`config.mk`:
```
export PLATFORM = sky130hd
export DESIGN_NAME = iterative_divider
export DESIGN_NICKNAME = d
export VERILOG_FILES = /design/src/rtl/iterative_divider.sv
export SDC_FILE = /design/constraint.sdc
export NUM_CORES = 1
export LEC_CHECK = 0
export BUFFER_PORTS_ARGS = -buffer_cell sky130_fd_sc_hd__buf_2
export CAP_MARGIN = 20
export CORE_MARGIN = 2
export CORE_UTILIZATION = 40
export DETAILED_ROUTE_END_ITERATION = 8
export PLACE_DENSITY = 0.6
export REMOVE_ABC_BUFFERS = 1
export SYNTH_ARGS = -nofsm -noshare
export SYNTH_HDL_FRONTEND = slang
export SYNTH_SLANG_ARGS = --single-unit
export TNS_END_PERCENT = 5
```
`constraint.sdc`:
```
create_clock -name clock -period 16.2 [get_ports clock]
set_input_delay 3.24 -clock clock [delete_from_list [all_inputs] [get_ports clock]]
set_output_delay 3.24 -clock clock [all_outputs]
set_load 0.005 [all_outputs]
```
`src/rtl/iterative_divider.sv`:
```
// iterative_divider: signed 32-bit restoring divider; DIV_OVF_EXCEPTION_EN flags -2^31/-1 as an exception
module ripple_adder #(
    parameter int W = 32
) (
    input  logic [W-1:0] a,
    input  logic [W-1:0] b,
    input  logic         cin,
    output logic [W-1:0] s
);
    logic [W-1:0] c;
    assign c[0] = cin;
    for (genvar i = 0; i < W; i++) begin : g_bit
        assign s[i] = a[i] ^ b[i] ^ c[i];
        if (i < W - 1) begin : g_carry
            assign c[i+1] = (a[i] & b[i]) | (c[i] & (a[i] ^ b[i]));
        end
    end
endmodule

module iterative_divider (
    input  logic        clock,
    input  logic        reset,
    input  logic        ctrl_DIV,
    input  logic [31:0] data_operandA,
    input  logic [31:0] data_operandB,
    output logic [31:0] data_result,
    output logic        data_exception,
    output logic        data_resultRDY
);
    typedef enum logic [1:0] {IDLE, RUN, DONE} state_t;
    state_t state, state_next;
    logic [5:0] cnt;
    logic [31:0] rem, quo, div;
    logic neg, dz, ovf;
    logic [31:0] neg_a, neg_b, abs_a, abs_b, neg_q, final_q;
    logic [32:0] shifted, diff;
    logic [31:0] result_next;
    logic exception_next, rdy_next;

    ripple_adder #(.W(32)) u_neg_a (.a(~data_operandA), .b(32'd0), .cin(1'b1), .s(neg_a));
    ripple_adder #(.W(32)) u_neg_b (.a(~data_operandB), .b(32'd0), .cin(1'b1), .s(neg_b));
    ripple_adder #(.W(32)) u_neg_q (.a(~quo), .b(32'd0), .cin(1'b1), .s(neg_q));
    ripple_adder #(.W(33)) u_trial (.a(shifted), .b(~{1'b0, div}), .cin(1'b1), .s(diff));

    assign abs_a   = data_operandA[31] ? neg_a : data_operandA;
    assign abs_b   = data_operandB[31] ? neg_b : data_operandB;
    assign shifted = {rem, quo[31]};
    assign final_q = neg ? neg_q : quo;

    // state register
    always_ff @(posedge clock or posedge reset) begin
        if (reset) state <= IDLE;
        else state <= state_next;
    end

    // a start strobe always wins, aborting any operation in flight
    always_comb begin
        state_next = ctrl_DIV ? (data_operandB == '0 ? DONE : RUN) :
                     state == RUN ? (cnt == 6'd31 ? DONE : RUN) : IDLE;
    end

    // operand capture and one restoring iteration per RUN cycle
    always_ff @(posedge clock or posedge reset) begin
        if (reset) begin
            rem <= '0;
            quo <= '0;
            div <= '0;
            neg <= 1'b0;
            dz  <= 1'b0;
            cnt <= '0;
        end else if (ctrl_DIV) begin
            rem <= '0;
            quo <= abs_a;
            div <= abs_b;
            neg <= data_operandA[31] ^ data_operandB[31];
            dz  <= data_operandB == '0;
            cnt <= '0;
        end else if (state == RUN) begin
            rem <= diff[32] ? shifted[31:0] : diff[31:0];
            quo <= {quo[30:0], ~diff[32]};
            cnt <= cnt + 6'd1;
        end
    end

`ifdef DIV_OVF_EXCEPTION_EN
    // remember whether the captured operands are the one overflowing pair
    always_ff @(posedge clock or posedge reset) begin
        if (reset) ovf <= 1'b0;
        else if (ctrl_DIV) ovf <= data_operandA == 32'h8000_0000 && data_operandB == 32'hFFFF_FFFF;
    end
`else
    assign ovf = 1'b0;
`endif

    // completion values; an abort in DONE suppresses the pulse
    always_comb begin
        rdy_next       = state == DONE && !ctrl_DIV;
        result_next    = rdy_next ? (dz ? 32'd0 : final_q) : data_result;
        exception_next = rdy_next && (dz || ovf);
    end

    // registered outputs
    always_ff @(posedge clock or posedge reset) begin
        if (reset) begin
            data_result    <= '0;
            data_exception <= 1'b0;
            data_resultRDY <= 1'b0;
        end else begin
            data_result    <= result_next;
            data_exception <= exception_next;
            data_resultRDY <= rdy_next;
        end
    end
endmodule

```
==> results.ini <==
[logic_synthesis]
synth.top_cell.area_share = 0.373
synth_area_um2 = 9390
yosys.area.top_type = dfrtp_1
synth_cells = 907
ys_seq_elements = 140
syn-mean-instance-area_um2 = 10.3
yosys.cell_types.count = 38
ys_warn_count = 0
seq_area_frac_synth = 0.373
synth.area.top_cells = dfrtp_1 (37%), mux2i_1 (17%), ha_1 (12%), fa_1 (6.6%), inv_1 (5.2%)

[power_and_ir_drop]
p_per_area_nw_per_um2 = 113
swShare = 0.327
power_frac_comb = 0.287
p_seq_frac = 0.366
total_leakage_power_nw = 5.54
p_sw_uw = 396
power_mw = 1.21
vdd_drop_max_v = 0.0000620
p_int_uw = 814
clock_power_share = 0.347

[global_routing]
grt_pass1_vias = 6409
gr-total-overflow = 0
antenna_found_initial = 0
grt_max_degree = 87
globalRouteTotalUtil = 0.165
grt_pass1_wl_um = 32200

[critical_path]
crit_slowest_cell = buf_4
worstReg2RegStart = quo[31]
critPathLaunch = quo[31]
setup.worst_path.end_class = register
cp.arrival_ps = 13920
reg2reg_slack_ps = 2530
r2r_end = rem[23]
crit_fanout = 61
start_kind = register
crit_end = rem[23]
crit_type = register to register
crit_path_frequent_cell = fa_1
required_ps = 16450
cp_slowest_stage_delay_ps = 450
reg2regPathDepth = 40

[routing]
highest_layer = met4
ant_nets = 0
via_count = 6431
wl_met2_um = 8670
dr_wl_met3_um = 976
first_pass_iters = 4
drc = 0
via_per_inst = 4.91
wirelength_um = 19100
wl_met1_um = 9310
drt_iter0_drc = 266
post_drt_wl_per_cell_um = 14.6

[floorplanning]
dieArea_um2 = 24700
fp.dieW_um = 157
die_h_um = 157
rows = 56
ioPinCount = 101
floorplan.initialDensity = 0.403
core_area_um2 = 23300

[cts]
cts_max_path_buffers = 2
clk_latency_ps = 420
cts_sinks = 140
cts_root_buf = clkbuf_16
hold_buffers = 0
post_cts_buffers = 0
htreeDepth = 4
tritoncts = yes
clkTransAtPathRegs_ps = 60
numCtsBuffers = 17
cts_resized = 0

[worst_hold_path]
hold_path_class = register to register

[place]
dp_slack_ps = 2560
postPlaceCellArea_um2 = 10100
io_buffers = 100
dp_hpwl_um = 13000
place.gp.congestion = 0.759

[timing]
finClkSkew_ps = 14.1
setup_violations = 0
slew_violations = 0
finalHoldViolations = 0
rsz0062_at_grt = no
finalCritPeriodShare = 0.844
period_needed_ps = 13670
holdWs_ps = 474
fin_ws_ps = 2530
final.setup.tns_ps = 0
max_freq_ghz = 0.0732
maxSlewHeadroom = 0.312
worstMarginPinSlew_ps = 1030

[cells_and_area]
areaGrowthSynthToFinish_pct = 14.1
fillCellCount = 2228
final_layout_size_suffix_gt1_frac = 0.163
antenna_cells = 0
final_area_um2 = 10700
fin_nets = 1167

[run_status]
outcome = complete, no violations

[run]
cap_violations = 0

## power groups by stage
stage | logic, mW | registers, mW | clock network, mW
finish | 0.347 | 0.443 | 0.419
global route | 0.409 | 0.452 | 0.444
CTS | 0.355 | 0.444 | 0.429
detailed placement | 0.353 | 0.449 | 0
global placement | 0.343 | 0.450 | 0
floorplan | 0.265 | 0.438 | 0
## cells by family after synthesis
family	Yosys count	share of synthesized area
and+or+nand+nor	186	0.0981
buffers and inverters	186	0.0809
adders and majority gates	123	0.189
muxes	157	0.168
AOI/OAI and AO/OA	110	0.0857
DFF	140	0.373
xor gates and xnor gates	5	0.00547
## critical path, delay by kind of cell, from the launching register on
family / cells / cell delay, ps
fa+ha+maj: 32 / 11890
flops: 1 / 390
xor+xnor: 1 / 150
compound gates: 1 / 80
mux: 1 / 240
buf+inv: 5 / 720
## cells in the final DEF, fill, tap and decap left out, types with 2 or more instances in the layout
master and count:
mux2i_1 155, dfrtp_1 139, inv_1 129, buf_2 99
ha_1 92, nor2_1 64, o31ai_1 45, nand2_1 37
a21oi_1 36, or3_1 31, fa_1 31, and2_1 29
o31ai_2 17, clkbuf_16 17, buf_4 8, o21ai_0 7
nor4_1 6, nand3_1 4, inv_6 4, bufinv_16 4
xnor2_1 3, nand3b_1 3, mux2_2 2, nor4b_1 2
nand4_1 2, nand2b_1 2, a211oi_1 2, clkbuf_1 2
clkinvlp_4 2, clkinv_4 2, clkinv_2 2
## state kept, by name, summed over array words and instances (netlist names)
name,cells
neg,1
div,32
data_exception,1
dz,1
quo,32
cnt,6
data_resultRDY,1
data_result,32
rem,32
state,2
## cell type report
type                       count  area (µm²)  share of cell area
timing repair buffer         107         556              0.0519
clock inverter                13         189              0.0176
tap                          319         399              0.0373
sequential                   140        3500               0.327
multi-input combinational    581        5140               0.480
inverter                     130         493              0.0460
clock buffer                  19         433              0.0404
## layer usage
layer / vias to the layer above / GRT usage
met5: - / 0
met4: 0 / 0.0359
met3: 13 / 0.0463
met2: 120 / 0.265
met1: 3091 / 0.225
li1: 3207 / -
## synthesized netlist by cell type
library cell and count:
nand2b_1 3, fa_1 31, o31a_1 1, buf_2 24, xnor2_1 3, xor2_2 1
buf_4 2, nor4_1 6, clkbuf_1 23, o31ai_2 17, nor4b_1 2, nand3b_1 3
a21oi_1 36, nand4_1 2, and2b_1 1, o22a_1 1, dfrtp_1 140, or3_1 31
nand3_1 4, ha_1 92, and2_1 29, buf_6 3, a211oi_1 2, o21ai_0 7
nor2b_1 1, nor2_1 64, mux2_2 2, or4_1 1, or3b_1 1, mux2i_1 155
o31ai_1 45, clkbuf_2 1, xor2_1 1, nor3b_1 1, nand2_1 37, inv_1 130
buf_1 3, o22ai_1 1
## worst min path at each step
stage,startpoint,end,slack (ps),cells after the start
floorplan,state[0],data_exception,460,1
CTS,data_result[27],data_result[27],480,2
detailed placement,data_result[25],data_result[25],460,2
global route,data_result[16],data_result[16],500,2
global placement,data_result[23],data_result[23],460,2
finish,data_result[27],data_result[27],470,2
## metrics by stage
stage,cells,util
2_1_floorplan,851,-
6_report,1309,0.460
4_1_cts,1309,0.460
3_3_place_gp,1277,0.434
5_1_grt,1309,0.460
3_5_place_dp,1277,0.434
Power figures use the tool's default switching activity.
